## src/rtl/picorv_mem_arbiter.sv

```systemverilog
// Two-master arbiter sharing one PicoRV32-native memory port.
// Each transfer is registered, held until completion and bounded by a watchdog.
module picorv_mem_arbiter #(
    parameter int unsigned FIXED_PRIO     = 0,
    parameter int unsigned TIMEOUT_CYCLES = 255,
    parameter logic [31:0] ERR_RDATA      = 32'hDEAD_BEEF
) (
    input  logic        HCLK,
    input  logic        HRESETn,

    input  logic        m0_valid,
    input  logic        m0_instr,
    input  logic [31:0] m0_addr,
    input  logic [31:0] m0_wdata,
    input  logic [3:0]  m0_wstrb,
    output logic        m0_ready,
    output logic [31:0] m0_rdata,

    input  logic        m1_valid,
    input  logic        m1_instr,
    input  logic [31:0] m1_addr,
    input  logic [31:0] m1_wdata,
    input  logic [3:0]  m1_wstrb,
    output logic        m1_ready,
    output logic [31:0] m1_rdata,

    output logic        s_valid,
    output logic        s_instr,
    output logic [31:0] s_addr,
    output logic [31:0] s_wdata,
    output logic [3:0]  s_wstrb,
    input  logic        s_ready,
    input  logic [31:0] s_rdata,

    output logic        owner,
    output logic        timeout_err
);

    localparam int unsigned CNT_W    = 16;
    localparam int unsigned DATA_W   = 32;
    localparam logic [CNT_W-1:0] TO_LIM = CNT_W'(TIMEOUT_CYCLES);
    localparam logic [CNT_W-1:0] TO_PRE = CNT_W'(TIMEOUT_CYCLES - 1);

    typedef enum logic [1:0] {
        ST_IDLE,
        ST_BUSY,
        ST_RESP
    } state_t;

    typedef struct packed {
        logic              instr;
        logic [DATA_W-1:0] addr;
        logic [DATA_W-1:0] wdata;
        logic [3:0]        wstrb;
    } req_t;

    state_t            state;
    req_t              s_req_q;
    logic              last_owner;
    logic [CNT_W-1:0]  wd_cnt;

    req_t              m0_req_c;
    req_t              m1_req_c;
    req_t              grant_req_c;
    logic              grant_sel_c;
    logic              expired_c;
    logic              done_c;
    logic [DATA_W-1:0] done_data_c;

    assign m0_req_c = '{instr: m0_instr, addr: m0_addr, wdata: m0_wdata, wstrb: m0_wstrb};
    assign m1_req_c = '{instr: m1_instr, addr: m1_addr, wdata: m1_wdata, wstrb: m1_wstrb};

    assign s_instr = s_req_q.instr;
    assign s_addr  = s_req_q.addr;
    assign s_wdata = s_req_q.wdata;
    assign s_wstrb = s_req_q.wstrb;

    // Winner selection: on a tie, fixed priority favours m0, round-robin favours the non-last owner
    always_comb begin
        grant_sel_c = 1'b0;
        if (m0_valid && m1_valid) begin
            grant_sel_c = (FIXED_PRIO != 0) ? 1'b0 : ~last_owner;
        end else begin
            grant_sel_c = m1_valid;
        end
        grant_req_c = grant_sel_c ? m1_req_c : m0_req_c;
    end

    // Completion of the downstream transfer; expiry wins if it coincides with s_ready
    always_comb begin
        expired_c   = (wd_cnt == TO_LIM);
        done_c      = expired_c || s_ready;
        done_data_c = expired_c ? ERR_RDATA : s_rdata;
    end

    always_ff @(posedge HCLK or negedge HRESETn) begin
        if (!HRESETn) begin
            state       <= ST_IDLE;
            s_valid     <= 1'b0;
            s_req_q     <= '0;
            owner       <= 1'b0;
            last_owner  <= 1'b1;
            wd_cnt      <= '0;
            timeout_err <= 1'b0;
            m0_ready    <= 1'b0;
            m1_ready    <= 1'b0;
            m0_rdata    <= '0;
            m1_rdata    <= '0;
        end else begin
            unique case (state)
                ST_IDLE: begin
                    if (m0_valid || m1_valid) begin
                        s_req_q <= grant_req_c;
                        owner   <= grant_sel_c;
                        s_valid <= 1'b1;
                        wd_cnt  <= '0;
                        state   <= ST_BUSY;
                    end
                end

                ST_BUSY: begin
                    if (done_c) begin
                        s_valid     <= 1'b0;
                        timeout_err <= 1'b0;
                        state       <= ST_RESP;
                        if (owner) begin
                            m1_ready <= 1'b1;
                            m1_rdata <= done_data_c;
                        end else begin
                            m0_ready <= 1'b1;
                            m0_rdata <= done_data_c;
                        end
                    end else begin
                        if (wd_cnt != '1) begin
                            wd_cnt <= wd_cnt + CNT_W'(1);
                        end
                        // Registered so the pulse lines up with the cycle the limit is reached
                        timeout_err <= (wd_cnt == TO_PRE);
                    end
                end

                ST_RESP: begin
                    m0_ready   <= 1'b0;
                    m1_ready   <= 1'b0;
                    m0_rdata   <= '0;
                    m1_rdata   <= '0;
                    last_owner <= owner;
                    state      <= ST_IDLE;
                end

                default: begin
                    state <= ST_IDLE;
                end
            endcase
        end
    end

endmodule

```

## config.mk

```make
export PLATFORM = sky130hd
export DESIGN_NAME = picorv_mem_arbiter
export DESIGN_NICKNAME = d
export VERILOG_FILES = /design/src/rtl/picorv_mem_arbiter.sv
export SDC_FILE = /design/constraint.sdc
export NUM_CORES = 1
export LEC_CHECK = 0
export CORE_UTILIZATION = 42
export DETAILED_ROUTE_END_ITERATION = 8
export PLACE_DENSITY = 0.82
export SLEW_MARGIN = 30
export SYNTH_ARGS = -nofsm -noshare
export SYNTH_HDL_FRONTEND = slang
export SYNTH_SLANG_ARGS = --single-unit
```

## constraint.sdc

```tcl
create_clock -name HCLK -period 2.76 [get_ports HCLK]
set_input_delay 0.552 -clock HCLK [delete_from_list [all_inputs] [get_ports HCLK]]
set_output_delay 0.552 -clock HCLK [all_outputs]
set_load 0.02 [all_outputs]
```

; Word level (Yosys, flattened, before mapping)
; Cells that the tools add are included.
[totals]
register_bits = 157
wordCells = 65
[classes]
n_eq_ne = 11
n_mux = 26
addsub = 1
bitwise = 1
n_reduce_logical = 12
[ops]
columns = cell, n
row1 = 32-bit 2-to-1 mux, 5
row2 = 32-bit case mux with 2 select lines, 2
row3 = 69-bit 2-to-1 mux, 1
row4 = 16-bit 2-to-1 mux, 3
row5 = "16-bit by 8-bit equality test with 1-bit output, second input constant", 2
row6 = 16-bit case mux with 2 select lines, 1
row7 = "16-bit by 1-bit adder with 16-bit output, second input constant", 1
row8 = "16-bit inequality test, second input constant", 1
row9 = "2-bit inequality test, second input constant", 6
row10 = 3-bit AND reduction, 3
row11 = 1-bit 2-to-1 mux, 8
row12 = 1-bit case mux with 2 select lines, 3
row13 = 2-bit 2-to-1 mux, 2
row14 = 2-bit case mux with 2 select lines, 1
row15 = 2-bit AND reduction, 2
row16 = 4-bit AND reduction, 1
row17 = 2-bit nonzero test, 2
row18 = "2-bit by 1-bit equality test with 1-bit output, second input constant", 1
row19 = "2-bit equality test, second input constant", 1
row20 = 2-bit logical NOT, 1
row21 = 1-bit logical OR, 2
row22 = 1-bit logical AND, 1
row23 = 1-bit inverter, 1

; Logic depth before layout (Yosys ltp)
; Gate-level depths: netlist of the first run.
[logic_depth]
ltp_word = 5
mapped_depth = 8

; Least setup slack after synthesis of the first run
; OpenSTA, ideal clock, no wires.
[synth_timing]
kind = register -> register
start = reg wd_cnt[12]
end = reg m1_rdata[0]
slack_ns = 0.722
arrival_time_ns = 1.909
n_path_buf = 2
setup_time_ns = 0.129
path_stages_with_launch = 7
required_ns = 2.631
period_less_slack_ns = 2.038
cell_sequence = dfrtp_1 -> or4_4 -> o41ai_4 -> and3_1 -> buf_4 -> buf_2 -> o21ai_0
[synth_via]
elab_chain_len = 5
[synth_rtl]
columns = item, line
row1 = start: declaration, 60  ; logic [CNT_W-1:0] wd_cnt;
row2 = start signal: assignment, 135  ; wd_cnt <= wd_cnt + CNT_W'(1);
row3 = 16-bit by 8-bit equality test with 1-bit output *, 91  ; expired_c = (wd_cnt == TO_LIM);
row4 = 32-bit 2-to-1 mux, 93  ; done_data_c = expired_c ? ERR_RDATA : s_rdata;
row5 = 32-bit 2-to-1 mux, 126  ; if (owner) begin
row6 = 32-bit 2-to-1 mux, 122  ; if (done_c) begin
row7 = 32-bit case mux with 2 select lines, 110  ; unique case (state)
row8 = end signal: assignment, 128  ; m1_rdata <= done_data_c;
row9 = end: declaration, 25  ; output logic [31:0] m1_rdata,
; Mark *: on every way between the ends. The rest lies on a longest branch, timed or not. The select of a mux whose other input is x is not followed.
; A chain may end at the register's enable or synchronous reset.

; Final worst setup path of the first run
[layout_timing]
start = reg wd_cnt[0]
end = reg m1_rdata[23]
; The elaborated chain is that of the path after synthesis.

==> out/metrics.cfg, run 1 <==
[global_route]
grt_pass1_vias=6168
grt_overflow=0
antenna_found_initial=0
grtUsageTotal_pct=24.8
grt_pass1_wl_um=33300
grt_max_degree=141

[clock_network]
clkSlewWorstSetupHoldPaths_ps=70
cts_made_buffers=17
cts_root_buffer=clkbuf_16
cts_setup_buffers=0
cts_tree=done
clock_sinks=157
clock_latency_ps=430
clk_path_buf_depth=2
hold_buffers=0
cts_max_level=4
cts_resized=0

[final_layout]
antenna_cells=0
layout-drive-gt1-share_pct=6.04
fill_cells=1312
final_util_pct=67.2
syn2layout_area_growth_pct=56.8
fin_nets=1191

[sta]
hold_violations=0
setup_viol=0
finalCritPeriodShare_pct=84.3
fin_skew_ps=12.4
rsz0062_at_grt=false
fmax_mhz=430
setup_tns_ps=0
layout_min_cycle_time_ps=2330
finalMaxSlewViolations=0
relSlewSlack_pct=56.3
holdWs_ps=87.8
fin_ws_ps=435
tightest_slew_ps=654

[drt]
wl_um=20900
dr.pass1.iters=4
via_per_inst=5.13
antenna_left=0
drt_iter0_drc=396
wl_per_cell_um=16.7
vias=6397
route.detailed.drc=0

[floorplanning]
core_um2=16500
pin_count=313
die_height_um=132
fp.dieW_um=132
design.die.area_um2=17300
initial_core_util_pct=42.8
rows=47

[yosys]
synth_most_common_cell=o21ai_0
yosys_warnings=0
syn_area_um2=7050
synth-seq-cells=157
synth_edf_count=0
synth_top_flop_cell=dfrtp_1
synth_top_area_share_pct=55.3
synth_top_area_cell=dfrtp_1
netlist_top_cells_count=o21ai_0 (166), dfrtp_1 (156), nand2_1 (123)
yosys-top-cells-area=dfrtp_1 (55%), o21ai_0 (12%), mux2i_1 (9.8%), nand2_1 (6.5%), nand3_1 (3.4%)
synthCells=725
synth_async_sr_flop_share_pct=100
seq_area_frac_synth_pct=55.7
synth.distinct_cells=40
postSynthAreaPerCell_um2=9.73
syn_nets=902

[critical_path]
crit_required_ps=3100
crit_top_cell=o21ai_0
max_stage_delay_ps=500
crit_arrival_ps=2660
worstSetupStartpointType=flop
crit_chain=ha_1, nand3_1, o41ai_4, and3_2, buf_12, o21ai_0, o21ai_0
critPathSlowestCell=o41ai_4
critical_path_class=reg2reg
endpoint_kind=flop
crit_fanout=56

[power]
p_per_area_nw_per_um2=1020
fin_total_pwr_w=0.0113
ir_drop_mv=0.556
leakagePower_nw=4.75

[run]
maxCapViolCount=0

[status]
status=finished, final reports clean

[worst_hold_path]
hold_path.class=in2async

[placed_design]
globalplace.congestion=0.841
portBuffers=312
pre_cts_ws_ps=251
dp_hpwl_um=15400

power breakdown:
part	leakage [nW]	switching (W)	internal [W]
registers	2.00	0.000492	0.00320
logic	2.45	0.00280	0.00229
clock network	0.301	0.00102	0.00146
total	4.75	0.00432	0.00694
stage by stage:
stage,instances,instance area (µm²)
after detailed placement,1215,10400
after floorplan,725,7050
after CTS,1247,11100
final,1247,11100
after global routing,1247,11100
after global placement,1215,10400
worst max-delay path: cells and delay by family, from the launching register on:
family	cells	cell delay [ps]
AOI/OAI and AO/OA	3	720
adders and majority gates	1	250
buffers and inverters	1	230
DFF	1	420
and+or+nand+nor	2	590
sequential cells by signal, summed over array words and instances, names as in the netlist, 2 cells and up:
register  cells
m0_rdata     32
m1_rdata     32
s_addr       32
s_wdata      32
wd_cnt       16
s_wstrb       4
state         2
kinds of logic after synthesis:
group	count (synthesis)	synth area share, %
AND/OR/NAND/NOR	232	14.4
buffers and inverters	63	4.03
flip-flops	157	55.7
AO/OA/AOI/OAI	201	15.5
adder cells (fa/ha/maj)	2	0.355
multiplexers	70	9.95
placed cells by master, fill, tap and decap left out, types with 6 or more instances in the layout:
cell type | Yosys | layout
a21oi_1 | 7 | 7
buf_12 | 0 | 8
buf_4 | 3 | 6
clkbuf_16 | 0 | 17
clkdlybuf4s50_1 | 0 | 311
dfrtp_1 | 156 | 156
inv_1 | 7 | 7
inv_6 | 0 | 7
mux2i_1 | 69 | 69
nand2_1 | 123 | 123
nand3_1 | 48 | 47
nor2_1 | 33 | 33
o21ai_0 | 166 | 166
o22a_1 | 7 | 7
o31ai_1 | 7 | 7
cell type report:
type / instances / area, µm² / area share [%]
Sequential cell: 157 / 3930 / 35.5
Timing Repair Buffer: 326 / 3330 / 30.1
Multi-Input combinational cell: 505 / 2880 / 26.0
Clock buffer: 17 / 425 / 3.85
Tap cell: 220 / 275 / 2.49
Clock inverter: 15 / 199 / 1.80
Inverter: 7 / 26.3 / 0.238
worst paths after layout:
check / slack (ps) / cells past startpoint / start / to
max reg2reg: 430 / 7 / wd_cnt[0] / m1_rdata[23]
max in group asynchronous: 1920 / 2 / HRESETn / last_owner
min reg2reg: 480 / 2 / s_addr[29] / s_addr[29]
min in group HCLK: 480 / 2 / s_addr[29] / s_addr[29]
max: 430 / 7 / wd_cnt[0] / m1_rdata[23]
min: 90 / 1 / HRESETn / m1_rdata[18]
layer usage:
metal  vias to the layer above  track usage, %  share of wire [%]
met3                        46            6.02                7.8
li1                       3100               -                  -
met5                         -               0                  0
met4                         0            13.4                4.6
met2                       310            39.1                 47
met1                      2941            31.5                 40
Note: power is estimated with default switching activity, not from simulation.
==> run 2: changes to the inputs <==
==> constraint.sdc (replaced) <==
create_clock -name HCLK -period 2.3 [get_ports HCLK]
set_input_delay 0.46 -clock HCLK [delete_from_list [all_inputs] [get_ports HCLK]]
set_output_delay 0.46 -clock HCLK [all_outputs]
set_load 0.02 [all_outputs]
==> out/metrics.cfg, run 2 (synthesized netlist as in run 1, its figures left out) <==
[status]
status=finished, violations left
violations=setup timing

[drt]
route.detailed.drc=0  ; unchanged
dr.pass1.iters=5  ; +1
vias=6638  ; +3.8%
via_per_inst=5.24  ; +2.2%
wl_per_cell_um=17.4  ; +3.9%
wl_um=22000  ; +5.5%
drt_iter0_drc=479  ; +21%
antenna_left=0  ; unchanged

[final_layout]
syn2layout_area_growth_pct=60.4
final_common_cell=clkdlybuf4s50_1
antenna_cells=0  ; unchanged
layout_common_cells=clkdlybuf4s50_1 (311), dfrtp_1 (154), o21ai_0 (149), nand2_1 (123), mux2i_1 (69)
layout-drive-gt1-share_pct=7.93  ; +1.9 points
fin_nets=1210  ; +1.6%
postLayoutCellArea_um2=11300  ; +2.3%

[clock_network]
clk_path_buf_depth=2  ; unchanged
clock_sinks=157  ; unchanged
clkSlewWorstSetupHoldPaths_ps=60  ; about the same
cts_made_buffers=17  ; unchanged
cts_root_buffer=clkbuf_16
clock_latency_ps=410  ; -20 ps
cts_tree=done
cts_max_level=4  ; unchanged

[placed_design]
portBuffers=312  ; unchanged
dp_hpwl_um=15200  ; -1.2%
placed_area_um2=10500  ; +0.50%
globalplace.congestion=0.878  ; +4.5%
pre_cts_ws_ps=102  ; -149 ps

[run]
maxCapViolCount=0  ; unchanged

[sta]
hold_violations=0  ; unchanged
relSlewSlack_pct=68.8  ; +13 points
rsz0062_at_grt=true
fin_ws_ps=-53.3  ; -488 ps
setup_viol=1  ; +1
finalMaxSlewViolations=0  ; unchanged
tightest_slew_ps=463  ; -191 ps
layout_min_cycle_time_ps=2350  ; +28.0 ps
holdWs_ps=472  ; +384 ps
fmax_mhz=425  ; -1.2%
finalCritPeriodShare_pct=102  ; +18 points
fin_skew_ps=8.01  ; -4.38 ps

[global_route]
grt_overflow=0  ; unchanged
grt_pass1_wl_um=32700  ; -1.6%
grtUsageTotal_pct=24.4  ; -0.45 points
antenna_found_initial=0  ; unchanged
grt_pass1_vias=6133  ; -0.57%
grt_max_degree=99  ; -30%

[floorplanning]
core_um2=16500  ; unchanged
pin_count=313  ; unchanged
design.die.area_um2=17300  ; unchanged
initial_core_util_pct=42.8  ; unchanged
rows=47  ; unchanged
fp.dieW_um=132  ; unchanged
die_height_um=132  ; unchanged

[critical_path]
endpoint_kind=flop
crit_required_ps=2610  ; -490 ps
critical_path_class=reg2reg
worstSetupStartpointType=flop
crit_fanout=8  ; -86%
crit_arrival_ps=2660  ; about the same

[worst_hold_path]
hold_path.class=reg2reg

[power]
leakagePower_nw=4.88  ; +2.6%
p_per_area_nw_per_um2=1220  ; +20%
ir_drop_mv=0.564  ; +1.5%

==> run 2: cell types whose count changed in the layout (fill, tap and decap cells not counted), moves of 4 or more <==
cell and change:
inv_6 -4, o21ai_1 +17, o21ai_0 -17, buf_4 +11, clkbuf_16 +4
==> run 2: where the power goes <==
part	total, W	leakage, nW	internal [W]	switching, W
Clock	0.00304	0.308	0.00189	0.00115
Sequential	0.00444	2.00	0.00384	0.000605
Combinational	0.00635	2.57	0.00289	0.00346
Total	0.0138	4.88	0.00861	0.00522
==> run 2: timing repair <==
| action | in CTS | in global routing |
|---|---|---|
| resized for setup | 0 | 23 |
| hold buffers | 1 | 0 |
| setup buffers | 0 | 4 |
| setup endpoints to repair | 0 | 34 |
| hold endpoints to repair | 34 | 0 |
==> run 2: critical path, stage by stage, from the launching register on <==
cell and delay, ps:
dfrtp_2 440, or4_4 560, o41ai_4 420, and3_4 390
clkbuf_16 200, o21ai_0 110, o21ai_0 130
==> run 2: metal layers <==
| metal | vias up | share of wire, % | GRT usage [%] |
|---|---|---|---|
| met1 | 3105 | 39 | 31.3 |
| met4 | 0 | 3.5 | 10.1 |
| li1 | 3144 | - | - |
| met3 | 44 | 8.1 | 4.98 |
| met5 | - | 0 | 0 |
| met2 | 345 | 49 | 40.2 |
==> run 2: final cells by class <==
class,count,area (µm²)
Clock buffer,20,457
Clock inverter,12,184
Fill cell,1280,5150
Inverter,7,26.3
Multi-Input combinational cell,505,2880
Sequential cell,157,3930
Tap cell,220,275
Timing Repair Buffer,345,3560
==> run 2: metrics by stage <==
step / total power (W) / std cells / utilization (%) / setup TNS (ps)
2_1_floorplan: 0.00746 / 725 / - / 0
3_3_place_gp: 0.0105 / 1222 / 63.7 / 0
3_5_place_dp: 0.0106 / 1222 / 63.7 / 0
4_1_cts: 0.0137 / 1255 / 67.7 / 0
5_1_grt: 0.0146 / 1266 / 68.7 / -226
6_report: 0.0138 / 1266 / 68.7 / -53.3
==> run 2: path summary, 6_finish.rpt <==
kind	start	to	slack (ps)	cells after the start
max	wd_cnt[9]	m1_rdata[12]	-50	6
min	m0_ready	m0_ready	470	2
max reg2reg	wd_cnt[9]	m1_rdata[12]	-50	6
min reg2reg	m0_ready	m0_ready	470	2
max in group asynchronous	HRESETn	s_wdata[20]	1100	3
min in group asynchronous	HRESETn	m0_rdata[20]	510	2
==> run 3: changes to the inputs <==
--- a/config.mk
+++ b/config.mk
@@ -7,6 +7,7 @@
 export LEC_CHECK = 0
 export CORE_UTILIZATION = 42
 export DETAILED_ROUTE_END_ITERATION = 8
+export MAX_ROUTING_LAYER = met4
 export PLACE_DENSITY = 0.82
 export SLEW_MARGIN = 30
 export SYNTH_ARGS = -nofsm -noshare
==> out/metrics.cfg, run 3 (synthesized netlist as in run 1, its figures left out) <==
[floorplanning]
fp.dieW_um=132  ; unchanged
die_height_um=132  ; unchanged
rows=47  ; unchanged
pin_count=313  ; unchanged
initial_core_util_pct=42.8  ; unchanged
design.die.area_um2=17300  ; unchanged
core_um2=16500  ; unchanged

[final_layout]
multiInputGateArea_um2=2890  ; +0.35%
layout_common_cells=clkdlybuf4s50_1 (311), dfrtp_1 (154), o21ai_0 (151), nand2_1 (123), mux2i_1 (69)
syn2layout_area_growth_pct=60.6  ; about the same
antenna_cells=0  ; unchanged
layout-drive-gt1-share_pct=8.13  ; +0.19 points
final_common_cell=clkdlybuf4s50_1
fin_nets=1210  ; unchanged
regArea_um2=3930  ; unchanged
fill_cells=1274  ; -0.47%

[global_route]
grtUsageTotal_pct=25.2  ; +0.77 points
grt_max_degree=99  ; unchanged
grt_overflow=0  ; unchanged
grt_pass1_wl_um=32700  ; -0.15%
antenna_found_initial=0  ; unchanged
grt_pass1_vias=6140  ; +0.11%

[clock_network]
cts_max_level=4  ; unchanged
clock_sinks=157  ; unchanged
clkSlewWorstSetupHoldPaths_ps=60  ; about the same
cts_made_buffers=17  ; unchanged
cts_root_buffer=clkbuf_16
cts_tree=done
clk_path_buf_depth=2  ; unchanged
clock_latency_ps=420  ; about the same

[sta]
rsz0062_at_grt=true
layout_min_cycle_time_ps=2290  ; -67.6 ps
relSlewSlack_pct=69.8  ; +0.94 points
finalMaxSlewViolations=0  ; unchanged
setup_tns_ps=0  ; +53.3 ps
fin_skew_ps=9.24  ; +1.23 ps
hold_violations=0  ; unchanged
fmax_mhz=438  ; +3.0%
setup_viol=0  ; -1
finalCritPeriodShare_pct=99.4  ; -2.9 points
tightest_slew_ps=449  ; -14.0 ps

[drt]
via_per_inst=5.25  ; +0.21%
drt_iter0_drc=491  ; +2.5%
dr.pass1.iters=5  ; unchanged
route.detailed.drc=0  ; unchanged
wl_per_cell_um=17.4  ; about the same
vias=6652  ; +0.21%
antenna_left=0  ; unchanged
wl_um=22000  ; about the same

[placed_design]
portBuffers=312  ; unchanged
dp_hpwl_um=15200  ; unchanged
globalplace.congestion=0.893  ; +1.7%

[critical_path]
cp_top_family=simple AND/OR/NAND/NOR gates
crit_arrival_ps=2610  ; -50 ps
endpoint_kind=flop
worstSetupStartpointType=flop
crit_fanout=8  ; unchanged
crit_top_cell=o21ai_0
crit_required_ps=2620  ; about the same
crit_chain=or4_4, o41ai_4, and3_4, clkbuf_16, o21ai_0, o21ai_0
max_stage_delay_ps=560  ; about the same
critical_path_class=reg2reg
path_buf_inv=1  ; unchanged
critPathSlowestCell=or4_4

[power]
ir_drop_mv=0.564  ; about the same
fin_total_pwr_w=0.0138  ; about the same
leakagePower_nw=4.88  ; about the same
p_per_area_nw_per_um2=1220  ; -0.12%

[worst_hold_path]
hold_path.class=reg2reg

[status]
status=finished, final reports clean

[run]
maxCapViolCount=0  ; unchanged

## run 3: cell counts in the layout (fill, tap and decap cells not counted)
No cell type changed its count.
## run 3: layer usage
metal | GRT usage (%) | part of all wire (%)
met5 | - | 0
met3 | 5.52 | 7.6
met2 | 40.1 | 49
met1 | 31.5 | 40
met4 | 8.98 | 3.2
## run 3: layout make-up
type / count / area share [%]
Clock buffer: 20 / 4.03
Clock inverter: 12 / 1.62
Inverter: 7 / 0.232
Multi-Input combinational cell: 505 / 25.5
Sequential cell: 157 / 34.7
Tap cell: 220 / 2.43
Timing Repair Buffer: 345 / 31.4
## run 3: where the power goes
part | switching, W | internal (W)
Clock | 0.00116 | 0.00189
Sequential | 0.000603 | 0.00384
Combinational | 0.00345 | 0.00289
## run 3: per-stage QoR
step / setup slack (ps) / area (µm²) / utilization (%) / instances / hold slack (ps)
after floorplan: 262 / 7050 / - / 725 / 164
after global placement: 141 / 10500 / 63.7 / 1222 / 390
after detailed placement: 102 / 10500 / 63.7 / 1222 / 386
after CTS: 55.5 / 11100 / 67.7 / 1255 / 479
after global routing: -23.2 / 11300 / 68.8 / 1266 / 489
final: 14.4 / 11300 / 68.8 / 1266 / 472
## run 3: worst register-to-register path, stage by stage, from the launching register on
cell       delay (ps)
dfrtp_2           430
or4_4             560
o41ai_4           430
and3_4            390
clkbuf_16         200
o21ai_0            80
o21ai_0            90
## run 3: final timing paths
| kind | from | end | slack (ps) | cells past startpoint |
|---|---|---|---|---|
| max in group asynchronous | HRESETn | s_wdata[23] | 1110 | 3 |
| min in group asynchronous | HRESETn | m0_rdata[19] | 510 | 2 |
| setup reg to reg | wd_cnt[9] | m1_rdata[12] | 10 | 6 |
| setup / recovery | wd_cnt[9] | m1_rdata[12] | 10 | 6 |
| hold reg to reg | m0_ready | m0_ready | 470 | 2 |
| hold / removal | m0_ready | m0_ready | 470 | 2 |
## run 3: what timing repair did
action | in CTS | in global routing
hold buffers | 1 | 0
buffers inserted | 0 | 4
gates resized for setup | 0 | 23
endpoints found under the setup margin | 0 | 34
endpoints found under the hold margin | 34 | 0
